**config.mk**
```make
export PLATFORM = sky130hd
export DESIGN_NAME = cap_c2sif
export DESIGN_NICKNAME = d
export VERILOG_FILES = /design/src/rtl/cap_c2sif_pkg.sv /design/src/rtl/cap_c2sif_fifo.sv /design/src/rtl/cap_c2sif.sv
export SDC_FILE = /design/constraint.sdc
export NUM_CORES = 1
export LEC_CHECK = 0
export CAP_MARGIN = 20
export CORE_ASPECT_RATIO = 0.8
export CORE_UTILIZATION = 62
export DETAILED_ROUTE_END_ITERATION = 8
export DONT_BUFFER_PORTS = 1
export GPL_TIMING_DRIVEN = 0
export PLACE_DENSITY = 0.89
export SYNTH_ARGS = -nofsm -noshare
export SYNTH_HDL_FRONTEND = slang
export SYNTH_HIERARCHICAL = 1
export SYNTH_SLANG_ARGS = --single-unit
```
**constraint.sdc**
```tcl
create_clock -name clk -period 2.7 [get_ports clk]
set_input_delay 0.135 -clock clk [delete_from_list [all_inputs] [get_ports clk]]
set_output_delay 0.135 -clock clk [all_outputs]
set_load 0.1 [all_outputs]
```
**src/rtl/cap_c2sif_pkg.sv**
```systemverilog
// cap_c2sif_pkg: shared state enum and width helper for the c2sif capture stage
package cap_c2sif_pkg;
   typedef enum logic {HUNT, SHIFT} cap_state_e;
   function automatic int cnt_w(input int depth);
      return $clog2(depth) + 1;
   endfunction
endpackage

```
**src/rtl/cap_c2sif_fifo.sv**
```systemverilog
// cap_c2sif_fifo: synchronous FIFO with registered read port; a pop frees room for a same-cycle push when full
module cap_c2sif_fifo
   import cap_c2sif_pkg::*;
#(
   parameter int WORD_W = 8,
   parameter int DEPTH  = 4
) (
   input  logic                      clk,
   input  logic                      rst,
   input  logic                      push,
   input  logic                      pop,
   input  logic                      flush,
   input  logic [WORD_W-1:0]         wdata,
   output logic [WORD_W-1:0]         rdata,
   output logic                      full,
   output logic                      empty,
   output logic [cnt_w(DEPTH)-1:0]   count
);
   localparam int AW = $clog2(DEPTH);
   localparam int CW = cnt_w(DEPTH);
   logic [WORD_W-1:0] mem [DEPTH];
   logic [AW-1:0] wptr, rptr;
   logic do_push, do_pop;
   assign full = count == CW'(DEPTH);
   assign empty = count == '0;
   assign do_pop = pop && !empty;
   assign do_push = push && (!full || do_pop);
   always_ff @(posedge clk or negedge rst)
      if (!rst) begin
         wptr  <= '0;
         rptr  <= '0;
         count <= '0;
         rdata <= '0;
      end else if (flush) begin
         wptr  <= '0;
         rptr  <= '0;
         count <= '0;
      end else begin
         if (do_push) wptr <= wptr + 1'b1;
         if (do_pop) begin
            rptr  <= rptr + 1'b1;
            rdata <= mem[rptr];
         end
         count <= count + CW'(do_push) - CW'(do_pop);
      end
   // when full, wptr equals rptr: the old head is read before being overwritten
   always_ff @(posedge clk)
      if (do_push && !flush) mem[wptr] <= wdata;
endmodule

```
**src/rtl/cap_c2sif.sv**
```systemverilog
// cap_c2sif: frames the DUT serial output into words and buffers them for a request/valid reader
module cap_c2sif
   import cap_c2sif_pkg::*;
#(
   parameter int id     = 1,
   parameter int WORD_W = 8,
   parameter int DEPTH  = 4,
   parameter int SYNC   = 1
) (
   input  logic                      clk,
   input  logic                      rst,
   input  logic                      en,
   input  logic                      flush,
   input  logic                      din,
   input  logic                      rd_req,
   output logic [WORD_W-1:0]         rd_data,
   output logic                      rd_valid,
   output logic [cnt_w(DEPTH)-1:0]   count,
   output logic                      ovf,
   output logic                      busy
);
   localparam int BW = $clog2(WORD_W);
   localparam cap_state_e RST_ST = (SYNC != 0) ? HUNT : SHIFT;
   if (id < 0 || WORD_W < 2 || DEPTH < 2 || (DEPTH & (DEPTH - 1)) != 0) begin : g_bad_param
      $error("cap_c2sif: illegal parameters");
   end
   cap_state_e state, nxt;
   logic [WORD_W-1:0] sreg, word;
   logic [BW-1:0] bitcnt;
   logic last, push, pop, full, empty;
   assign word = {sreg[WORD_W-2:0], din};
   assign last = bitcnt == BW'(WORD_W - 1);
   assign push = en && !flush && state == SHIFT && last;
   assign pop = rd_req && !flush;
   always_ff @(posedge clk or negedge rst)
      if (!rst) state <= RST_ST;
      else state <= nxt;
   always_comb begin
      nxt = state;
      if (flush) nxt = RST_ST;
      else if (en && state == HUNT && din) nxt = SHIFT;
      else if (push && SYNC != 0) nxt = HUNT;
   end
   always_comb busy = state == SHIFT;
   always_ff @(posedge clk or negedge rst)
      if (!rst) begin
         sreg     <= '0;
         bitcnt   <= '0;
         ovf      <= 1'b0;
         rd_valid <= 1'b0;
      end else if (flush) begin
         sreg     <= '0;
         bitcnt   <= '0;
         ovf      <= 1'b0;
         rd_valid <= 1'b0;
      end else begin
         if (en && state == SHIFT) begin
            sreg   <= word;
            bitcnt <= last ? '0 : bitcnt + 1'b1;
         end else if (en && state == HUNT && din) bitcnt <= '0;
         // full implies non-empty, so any request frees a slot this cycle
         if (push && full && !rd_req) ovf <= 1'b1;
         rd_valid <= rd_req && !empty;
      end
   cap_c2sif_fifo #(.WORD_W(WORD_W), .DEPTH(DEPTH)) u_fifo (
      .clk   (clk),
      .rst   (rst),
      .push  (push),
      .pop   (pop),
      .flush (flush),
      .wdata (word),
      .rdata (rd_data),
      .full  (full),
      .empty (empty),
      .count (count)
   );
endmodule

```
Word level (Yosys, flattened, before mapping)
Memory sizes are Yosys's and may differ from the RTL's. A register that Yosys moved wholly into a read port is not among the register bits.
Index checks and enable logic that the tools add are counted.
{ "word_totals": {"ff_bits": 20, "latch_bits": 0, "ram_bits": 32, "rom_bits": 0, "n_memories": 1} }
{ "mem_list": {"columns": ["name", "words", "width", "rd", "rd_ports_with_merged_regs", "write_ports", "line_no", "source"], "rows": [
  ["u_fifo.mem", 4, 8, 1, 1, 1, "cap_c2sif_fifo.sv:21", "logic [WORD_W-1:0] mem [DEPTH];"]
]} }
{ "op_classes": {"addsub": 5, "multipliers": 0, "div": 0, "magnitude_cmp": 0, "n_eq_ne": 2, "shift": 0, "muxes": 19, "n_bitwise": 2, "n_reduce_logical": 27} }
{ "op_table": {"columns": ["cell", "n"], "rows": [
  ["$mux W3", 5],
  ["$mux W7", 2],
  ["$logic_and A1 B1 Y1", 13],
  ["$mux W1", 8],
  ["$mux W2", 4],
  ["$reduce_bool A2 Y1", 4],
  ["$eq A3 B3 Y1 const B", 2],
  ["$reduce_bool A3 Y1", 2],
  ["$logic_not A1 Y1", 5],
  ["$add A2 B1 Y2 const B", 2],
  ["$add A3 B1 Y3", 1],
  ["$add A3 B1 Y3 const B", 1],
  ["$logic_not A3 Y1", 1],
  ["$sub A3 B1 Y3", 1],
  ["$not A1 Y1", 2],
  ["$reduce_and A2 Y1", 1],
  ["$logic_or A1 B1 Y1", 1]
]} }

Logic depth before layout (Yosys ltp)
Gate-level depths: netlist of the first run.
{ "logic_depth": {"ltp_word": 8, "mapped_depth": 12} }

Cells and area by module
The synthesis of the first run kept the hierarchy.
{ "modules_own_cells": {"columns": ["module", "instances", "cells_per_inst", "area_each_um2"], "rows": [
  ["cap_c2sif_fifo", 1, 105, 1916.8],
  ["cap_c2sif", 1, 60, 649.4]
]} }

Worst setup path after synthesis of the first run
OpenSTA, ideal clock, no wires.
{ "synth_path": {"path_type": "register -> register", "startpoint": "register state (netlist: busy)", "endpoint": "register u_fifo.count[2]", "t_arrival_ps": 2826, "required_ps": 2614, "setup_slack_ps": -213, "stages_incl_launch_ff": 12, "synth_period_minus_slack_ps": 2913, "path_cell_list": "dfrtp_1 > buf_2 > nand3_1 > nor2_1 > o21a_1 > a21o_2 > ha_1 > inv_1 > fa_1 > xor2_1 > and2_1 > nor3_1"} }
{ "synth_via": {"elab_chain_len": 6} }
{ "synth_lines": {"columns": ["item", "line_no", "source"], "rows": [
  ["start: declaration", "cap_c2sif.sv:27", "cap_state_e state, nxt;"],
  ["start signal: assignment", "cap_c2sif.sv:37", "else state <= nxt;"],
  ["$logic_and A1 B1 Y1 (2 in series)", "cap_c2sif.sv:33", "assign push = en && !flush && state == SHIFT && last;"],
  ["via push", "cap_c2sif.sv:30", "logic last, push, pop, full, empty;"],
  ["$logic_and A1 B1 Y1", "cap_c2sif_fifo.sv:27", "assign do_push = push && (!full || do_pop);"],
  ["$add A3 B1 Y3", "cap_c2sif_fifo.sv:44", "count <= count + CW'(do_push) - CW'(do_pop);"],
  ["$sub A3 B1 Y3", "cap_c2sif_fifo.sv:44", null],
  ["$mux W3", "cap_c2sif_fifo.sv:34", "end else if (flush) begin"],
  ["end signal: assignment", "cap_c2sif_fifo.sv:44", null],
  ["end: declaration", "cap_c2sif_fifo.sv:17", "output logic [cnt_w(DEPTH)-1:0] count"]
]} }
The timed path passes the listed nets, and every way through them passes these cells.
A chain may end at the register's enable or synchronous reset.

Final worst setup path of the first run
{ "layout_path": {"startpoint": "register u_fifo.count[2]", "endpoint": "memory u_fifo.mem[1][6], enable pin"} }
{ "layout_via": {"elab_chain_len": 8} }
{ "layout_lines": {"columns": ["item", "line_no", "source"], "rows": [
  ["$logic_not A3 Y1", "cap_c2sif_fifo.sv:25", "assign empty = count == '0;"],
  ["$logic_not A1 Y1", "cap_c2sif_fifo.sv:26", "assign do_pop = pop && !empty;"],
  ["$logic_and A1 B1 Y1", "cap_c2sif_fifo.sv:26", null],
  ["$logic_or A1 B1 Y1 *", "cap_c2sif_fifo.sv:27", null],
  ["$logic_and A1 B1 Y1 *", "cap_c2sif_fifo.sv:27", null],
  ["$logic_and A1 B1 Y1 *", "cap_c2sif_fifo.sv:48", "if (do_push && !flush) mem[wptr] <= wdata;"],
  ["$mux W1 *", "cap_c2sif_fifo.sv:48", null],
  ["$mux W1 (implied by the code) *", "cap_c2sif_fifo.sv:48", null],
  ["end: declaration", "cap_c2sif_fifo.sv:21", null]
]} }
Every way passes the cells marked *; elsewhere a longest branch is shown, timed or not.

==> results of run 1 <==
-- per-stage QoR --
stage	util	TNS, ns	std cells
floorplan	-	0	165
global route	0.7610	-0.1532	247
finish	0.7610	0	247
detailed placement	0.6877	-1.793	224
global placement	0.6800	-8.516	220
CTS	0.7529	0	246
-- layout make-up --
type / count / share of cell area
multi-input cells: 92 / 0.2942
inverters: 5 / 0.006359
flip-flops and latches: 60 / 0.5655
well taps: 55 / 0.02331
clock inverters: 2 / 0.003391
repair buffers: 11 / 0.03646
plain buffers: 8 / 0.01568
clock buffers: 14 / 0.05511
-- registers in the layout, indices dropped and copies added (netlist names) --
signal        flops
bitcnt            3
busy              1
ovf               1
rd_valid          1
sreg              7
u_fifo/count      3
u_fifo/mem       32
u_fifo/rdata      8
u_fifo/rptr       2
u_fifo/wptr       2
-- cell usage in the layout, fill, tap and decap left out, drive strengths merged, types with 4 or more instances in the layout --
cell type,instances
a21oi,8
ha,7
clkbuf,16
a21bo,7
mux2,9
mux4,8
nor3b,4
nor2,9
dlygate4sd3,5
buf,12
inv,5
dfrtp,28
edfxtp,32
nand2b,5
nand3,8
-- critical path, cell delays in order (launching register included) --
cell	delay (ns)
dfrtp_2	0.75
or3b_1	0.45
o21ai_0	0.79
nor3b_2	0.21
buf_4	0.24
-- report_power, final --
part           switching, mW  internal (mW)
Sequential            0.0104          0.962
Clock                  0.319          0.381
Combinational         0.0322         0.0188
Total                  0.362           1.36
-- layer usage --
layer | vias to the layer above | share of wire
met5 | - | 0
met4 | 0 | 0.0088
met3 | 8 | 0.075
met2 | 56 | 0.52
met1 | 748 | 0.40
li1 | 662 | -
-- synth_stat cells --
master and count:
nor3b_1 4, mux2_2 8, o21a_1 2, nand4bb_1 1
mux2_4 1, nand3_1 8, o31ai_2 1, a21bo_2 7
mux2i_1 1, a21o_2 1, edfxtp_1 32, inv_1 5
o22ai_1 1, a311oi_1 1, and2_1 1, nor2_2 1
nand2b_1 5, nor3_1 2, o311ai_0 1, mux4_2 8
o21ai_0 1, nor2_1 8, buf_2 5, o21ai_1 2
fa_1 1, xor2_1 3, ha_1 7, clkbuf_1 2
o22ai_2 1, buf_4 1, or3b_1 2, nand4b_1 2
dfrtp_1 28, a21oi_1 8, nor2b_1 3
-- worst max path at each step --
stage	to	slack, ns
after global routing	u_fifo/mem[3][5]$_DFFE_PP_	-0.02
final	u_fifo/mem[1][6]$_DFFE_PP_	0.02
after global placement	u_fifo/mem[0][5]$_DFFE_PP_	-0.27
after CTS	u_fifo/count[2]$_DFF_PN0_	0.03
after floorplan	u_fifo/count[2]$_DFF_PN0_	0.06
after detailed placement	u_fifo/count[2]$_DFF_PN0_	-0.17
-- what timing repair did --
action                                  4_1_cts  5_1_grt
hold buffers                                  6        0
gates resized for setup                       5        5
hold endpoints to repair                     39        0
endpoints found under the setup margin       22       16
buffers inserted                              0        1
cloned                                        0        0
-- cell families after synthesis --
group                    after synthesis  synth area share
XOR/XNOR                               3           0.01024
AND/OR/NAND/NOR                       37           0.08533
buffers and inverters                 13           0.02292
adder cells (fa/ha/maj)                8           0.04193
AO/OA/AOI/OAI                         26           0.07704
multiplexers                          18            0.1151
flip-flops                            60            0.6475
==> impl_metrics.yaml, run 1 <==
flow_run:
  maxCapViolCount: 0
final_layout:
  seqCellArea_mm2: 0.001669
  insertedDiodeCount: 0
  fillers: 225
  design_area_mm2: 0.002952
  multi_input_area_um2: 868.3
  drive_above_1_share: 0.3229
  area_growth_pct: 15.02
  finish.net_count: 201
min_path:
  min-delay-path-class: "in2reg"
  hold_start: "flush"
  worstHoldPathCells: 2
  min_to: "ovf$_DFFE_PN0P_"
setup_path:
  r2r-end: "u_fifo/mem[1][6]$_DFFE_PP_"
  crit_path_end_kind: "flip-flop"
  worst-path-max-fanout: 6
  r2r_cells: 4
  cp-start-kind: "flip-flop"
  cp-startpoint: "u_fifo/count[2]$_DFF_PN0_"
  ff2ff_setup_slack_ns: 0.02
  arrival_ns: 2.77
  critPathKind: "reg2reg"
  cp.required_ns: 2.79
  r2r-start: "u_fifo/count[2]$_DFF_PN0_"
global_route:
  use_met2: 0.4143
  grt_max_degree: 29
  met3_usage: 0.1105
  grt_usage: 0.2578
  grt_pass1_vias: 1561
  overflow: 0
  antenna_found_initial: 0
  grt_pass1_wl_um: 7810
  grtUsageMet1: 0.3112
  grt-busiest-layer: "met2"
placement:
  post_dp_cell_area_mm2: 0.002668
  hpwl_um: 3148
  gp_congestion: 0.8072
  numPortBuffers: 0
  place_ws_ns: -0.1739
detailed_routing:
  dr.pass1.iters: 4
  drc_errors: 0
  wl_per_cell_um: 20.17
  first_iter_violations: 122
  totalWireLength_um: 4982
  vias_per_cell: 5.968
  vias: 1474
  antenna_left: 0
floorplan:
  die_y_um: 59.55
  die_w_um: 73.93
  core-area_mm2: 0.003879
  die-area_mm2: 0.004402
  std_cell_rows: 20
  num_io_pins: 20
  start_util: 0.6616
sta:
  finalSetupViolations: 0
  fin_ws_ns: 0.01963
  period_needed_ns: 2.680
  fin_crit_sh: 0.9927
  maxSlewViolCount: 0
  hold_ws_ns: 0.003853
  hold_viol: 0
  skew_ns: 0.007440
  worstMarginPinSlew_ns: 0.9808
  max_freq_mhz: 373.1
  slew-limit-headroom: 0.3392
logic_synthesis:
  ys.warnings.count: 6
  avgSynthCellArea_um2: 15.55
  synth_area_leaders: "edfxtp_1, dfrtp_1, mux4_2"
  synthCells: 165
  ys_ff_latch: 60
  ys_seq_area_frac: 0.6475
  syn_area_mm2: 0.002566
  yosysUniqueCellTypes: 35
  synth_top_area_frac: 0.3745
  synth.net_count: 179
  yosysTopAreaCell: "edfxtp_1"
clock_tree:
  clk_pin_slew_ns: 0.06
  max-clock-path-buffers: 2
  cts.sink_count: 60
  root_buffer: "clkbuf_8"
  cts_tree: "done"
  clk_latency_ns: 0.33
  numCtsBuffers: 9
  htreeDepth: 3
power:
  finalPower_mw: 1.724
  p_leak_nw: 1.121
  ir_drop_uv: 377.5
  power.density_mw_per_mm2: 584.0
status:
  outcome: "finished clean"
Note: power is estimated with default switching activity, not from simulation.
==> run 2: changes to the inputs <==
--- a/config.mk
+++ b/config.mk
@@ -5,14 +5,14 @@
 export SDC_FILE = /design/constraint.sdc
 export NUM_CORES = 1
 export LEC_CHECK = 0
+export ABC_AREA = 1
 export CAP_MARGIN = 20
 export CORE_ASPECT_RATIO = 0.8
 export CORE_UTILIZATION = 62
 export DETAILED_ROUTE_END_ITERATION = 8
 export DONT_BUFFER_PORTS = 1
-export GPL_TIMING_DRIVEN = 0
+export GPL_TIMING_DRIVEN = 1
 export PLACE_DENSITY = 0.89
 export SYNTH_ARGS = -nofsm -noshare
 export SYNTH_HDL_FRONTEND = slang
-export SYNTH_HIERARCHICAL = 1
 export SYNTH_SLANG_ARGS = --single-unit
==> run 2 against run 1 <==
  * Sequential power is 28% higher
  * Clock skew is essentially flat
  * Critical path type unchanged
  * Area after synthesis up 2.1%
  * Setup slack gained 0.75 ns
  * Die area grew 2.0%
  * Critical endpoint is now u_fifo.mem[0][4]$_DFFE_PP_
  * First-iteration DRC count fell by 32%
==> impl_metrics.yaml, run 2 <==
logic_synthesis:
  async_reset_ff_frac: 0.4667
  ys_top_cells_by_count: "nand2_1, edfxtp_1, dfrtp_1"
  ys_ff_latch: 60
  synth_edf_count: 32
  synth_ff_type: "edfxtp_1"
  avgSynthCellArea_um2: 10.96
  ys_seq_area_frac: 0.6342
  ys.warnings.count: 0
  yosysUniqueCellTypes: 27
  yosysMostFrequentCell: "nand2_1"
  synth.net_count: 253
  synth_top_area_frac: 0.3668
  synth_area_leaders: "edfxtp_1, dfrtp_1, nand2_1"
  yosysTopAreaCell: "edfxtp_1"
  syn_area_mm2: 0.002620
  synthCells: 239
final_layout:
  fillers: 250
  insertedDiodeCount: 0
  most-common-layout-cells: "nand2_1, edfxtp_1, dfrtp_1"
  layout.cells.non_filler: 318
  finish.net_count: 272
  top_register: "u_fifo.mem"
  drive_above_1_share: 0.1521
  final_common_cell: "nand2_1"
  reg.largest.list: "u_fifo.mem (32), u_fifo.rdata (8), sreg (7)"
  area_growth_pct: 12.75
  multi_input_area_um2: 777.0
  seqCellArea_mm2: 0.001662
  largest_reg_flops: 32
global_route:
  antenna_found_initial: 0
  grt_pass1_wl_um: 7866
  grt_max_degree: 29
  overflow: 0
  grt_pass1_vias: 1669
  grt_usage: 0.2505
setup_path:
  critical-path-top-delay-family: "simple AND/OR/NAND/NOR gates"
  crit_top_cell: "ha_1"
  cp-start-kind: "flip-flop"
  worst-path-max-fanout: 8
  critPathKind: "reg2reg"
  worst-path-buf-inv: 1
  arrival_ns: 1.89
  crit_slowest_cell: "nor2_1"
  cp.required_ns: 2.66
  crit_path_end_kind: "flip-flop"
  crit_chain: "ha_1 > ha_1 > inv_1 > nor2_4 > nand2_4 > nor2_1"
  max_stage_delay_ns: 0.58
sta:
  tns_ns: 0
  maxSlewViolCount: 0
  finalSetupViolations: 0
  worstMarginPinSlew_ns: 0.8941
  fin_crit_sh: 0.7141
  max_freq_mhz: 518.7
  hold_viol: 0
  period_needed_ns: 1.928
  skew_ns: 0.007445
  rsz0062_at_grt: "no"
  slew-limit-headroom: 0.4039
detailed_routing:
  first_iter_violations: 83
  dr.pass1.iters: 4
  drc_errors: 0
  wl_per_cell_um: 14.93
  antenna_left: 0
  vias: 1679
  vias_per_cell: 5.280
  totalWireLength_um: 4749
clock_tree:
  clk_pin_slew_ns: 0.07
  root_buffer: "clkbuf_8"
  cts_tree: "done"
  clk_latency_ns: 0.34
  numCtsBuffers: 9
  cts.sink_count: 60
  max-clock-path-buffers: 2
  cts_setup_buffers: 0
  htreeDepth: 3
placement:
  dp.cells: 296
  gp_congestion: 0.7680
  hpwl_um: 3101
  numPortBuffers: 0
floorplan:
  die-area_mm2: 0.004492
  std_cell_rows: 20
  num_io_pins: 20
  die_w_um: 74.68
  core-area_mm2: 0.003929
  die_y_um: 60.15
  start_util: 0.6669
power:
  power.density_mw_per_mm2: 839.5
  p_leak_nw: 1.316
  ir_drop_uv: 605.2
min_path:
  min-delay-path-class: "in2reg"
status:
  outcome: "finished clean"
flow_run:
  maxCapViolCount: 0
[run 2: changes by cell type after synthesis, sizes merged, moves of 4 or more]
cell / before / now
inv: 5 / 28
mux2: 9 / 0
mux4: 8 / 0
nand2: 0 / 70
nand2b: 5 / 0
a21oi: 8 / 1
o22ai: 2 / 8
a21bo: 7 / 0
nor2: 9 / 22
nor3b: 4 / 0
o21ai: 3 / 20
[run 2: layer usage]
metal	GRT usage	routed length, um
met3	0.1012	202
met1	0.3161	2151
met5	0	0
met4	0.08625	87
met2	0.3938	2307
[run 2: report_power, final]
group,total (mW),switching (mW),leakage [nW],internal (mW)
registers,1.25,0.239,0.691,1.01
clock network,0.844,0.332,0.107,0.511
logic,0.387,0.294,0.517,0.0932
total,2.48,0.865,1.32,1.61
[run 2: cells by family after synthesis]
family          Yosys count  synth area share
buf+inv                  34           0.06924
compound gates           29           0.05921
fa+ha+maj                 8           0.04107
xor+xnor                  3           0.01003
flops                    60            0.6342
simple gates            105            0.1862
[run 2: layout make-up]
type	count	share of cell area
sequential	60	0.5625
multi-input combinational	145	0.2630
timing repair buffer	14	0.04405
clock buffer	10	0.04320
inverter	28	0.03727
clock inverter	6	0.02668
tap	55	0.02330
[run 2: path summary, 6_finish.rpt]
path,from,endpoint,slack (ns),cells past startpoint
min in group asynchronous,rst,u_fifo.count[1]$_DFF_PN0_,0.26,2
worst max register to register,bitcnt[0]$_DFFE_PN0P_,u_fifo.mem[0][4]$_DFFE_PP_,0.77,6
worst min register to register,u_fifo.rdata[4]$_DFFE_PN0P_,u_fifo.rdata[4]$_DFFE_PN0P_,0.48,2
worst max-delay path,bitcnt[0]$_DFFE_PN0P_,u_fifo.mem[0][4]$_DFFE_PP_,0.77,6
max in group asynchronous,rst,sreg[2]$_DFFE_PN0P_,2.28,2
worst min-delay path,flush,u_fifo.rptr[0]$_DFFE_PN0P_,0.01,3
[run 2: timing repair]
item | 4_1_cts | 5_1_grt
gates resized for setup | 0 | 0
hold endpoints to repair | 37 | 0
hold buffers | 6 | 0
[run 2: metrics by stage]
step                area [um^2]  setup WS [ns]  total power, mW  utilization  hold slack, ns
finish                     2954         0.7719            2.480       0.7519         0.01366
global route               2954         0.6447            2.568       0.7519         0.04014
CTS                        2954         0.7337            2.487       0.7519        0.005394
detailed placement         2678         0.7522            1.631       0.6815         -0.1600
global placement           2678         0.8767            1.621       0.6815         -0.1600
floorplan                  2620         0.3990            1.575            -         -0.1606
[run 2: worst min-delay path: stages]
cell	delay, ns
o21ai_0	0.06
o21ai_0	0.08
inv_1	0.04
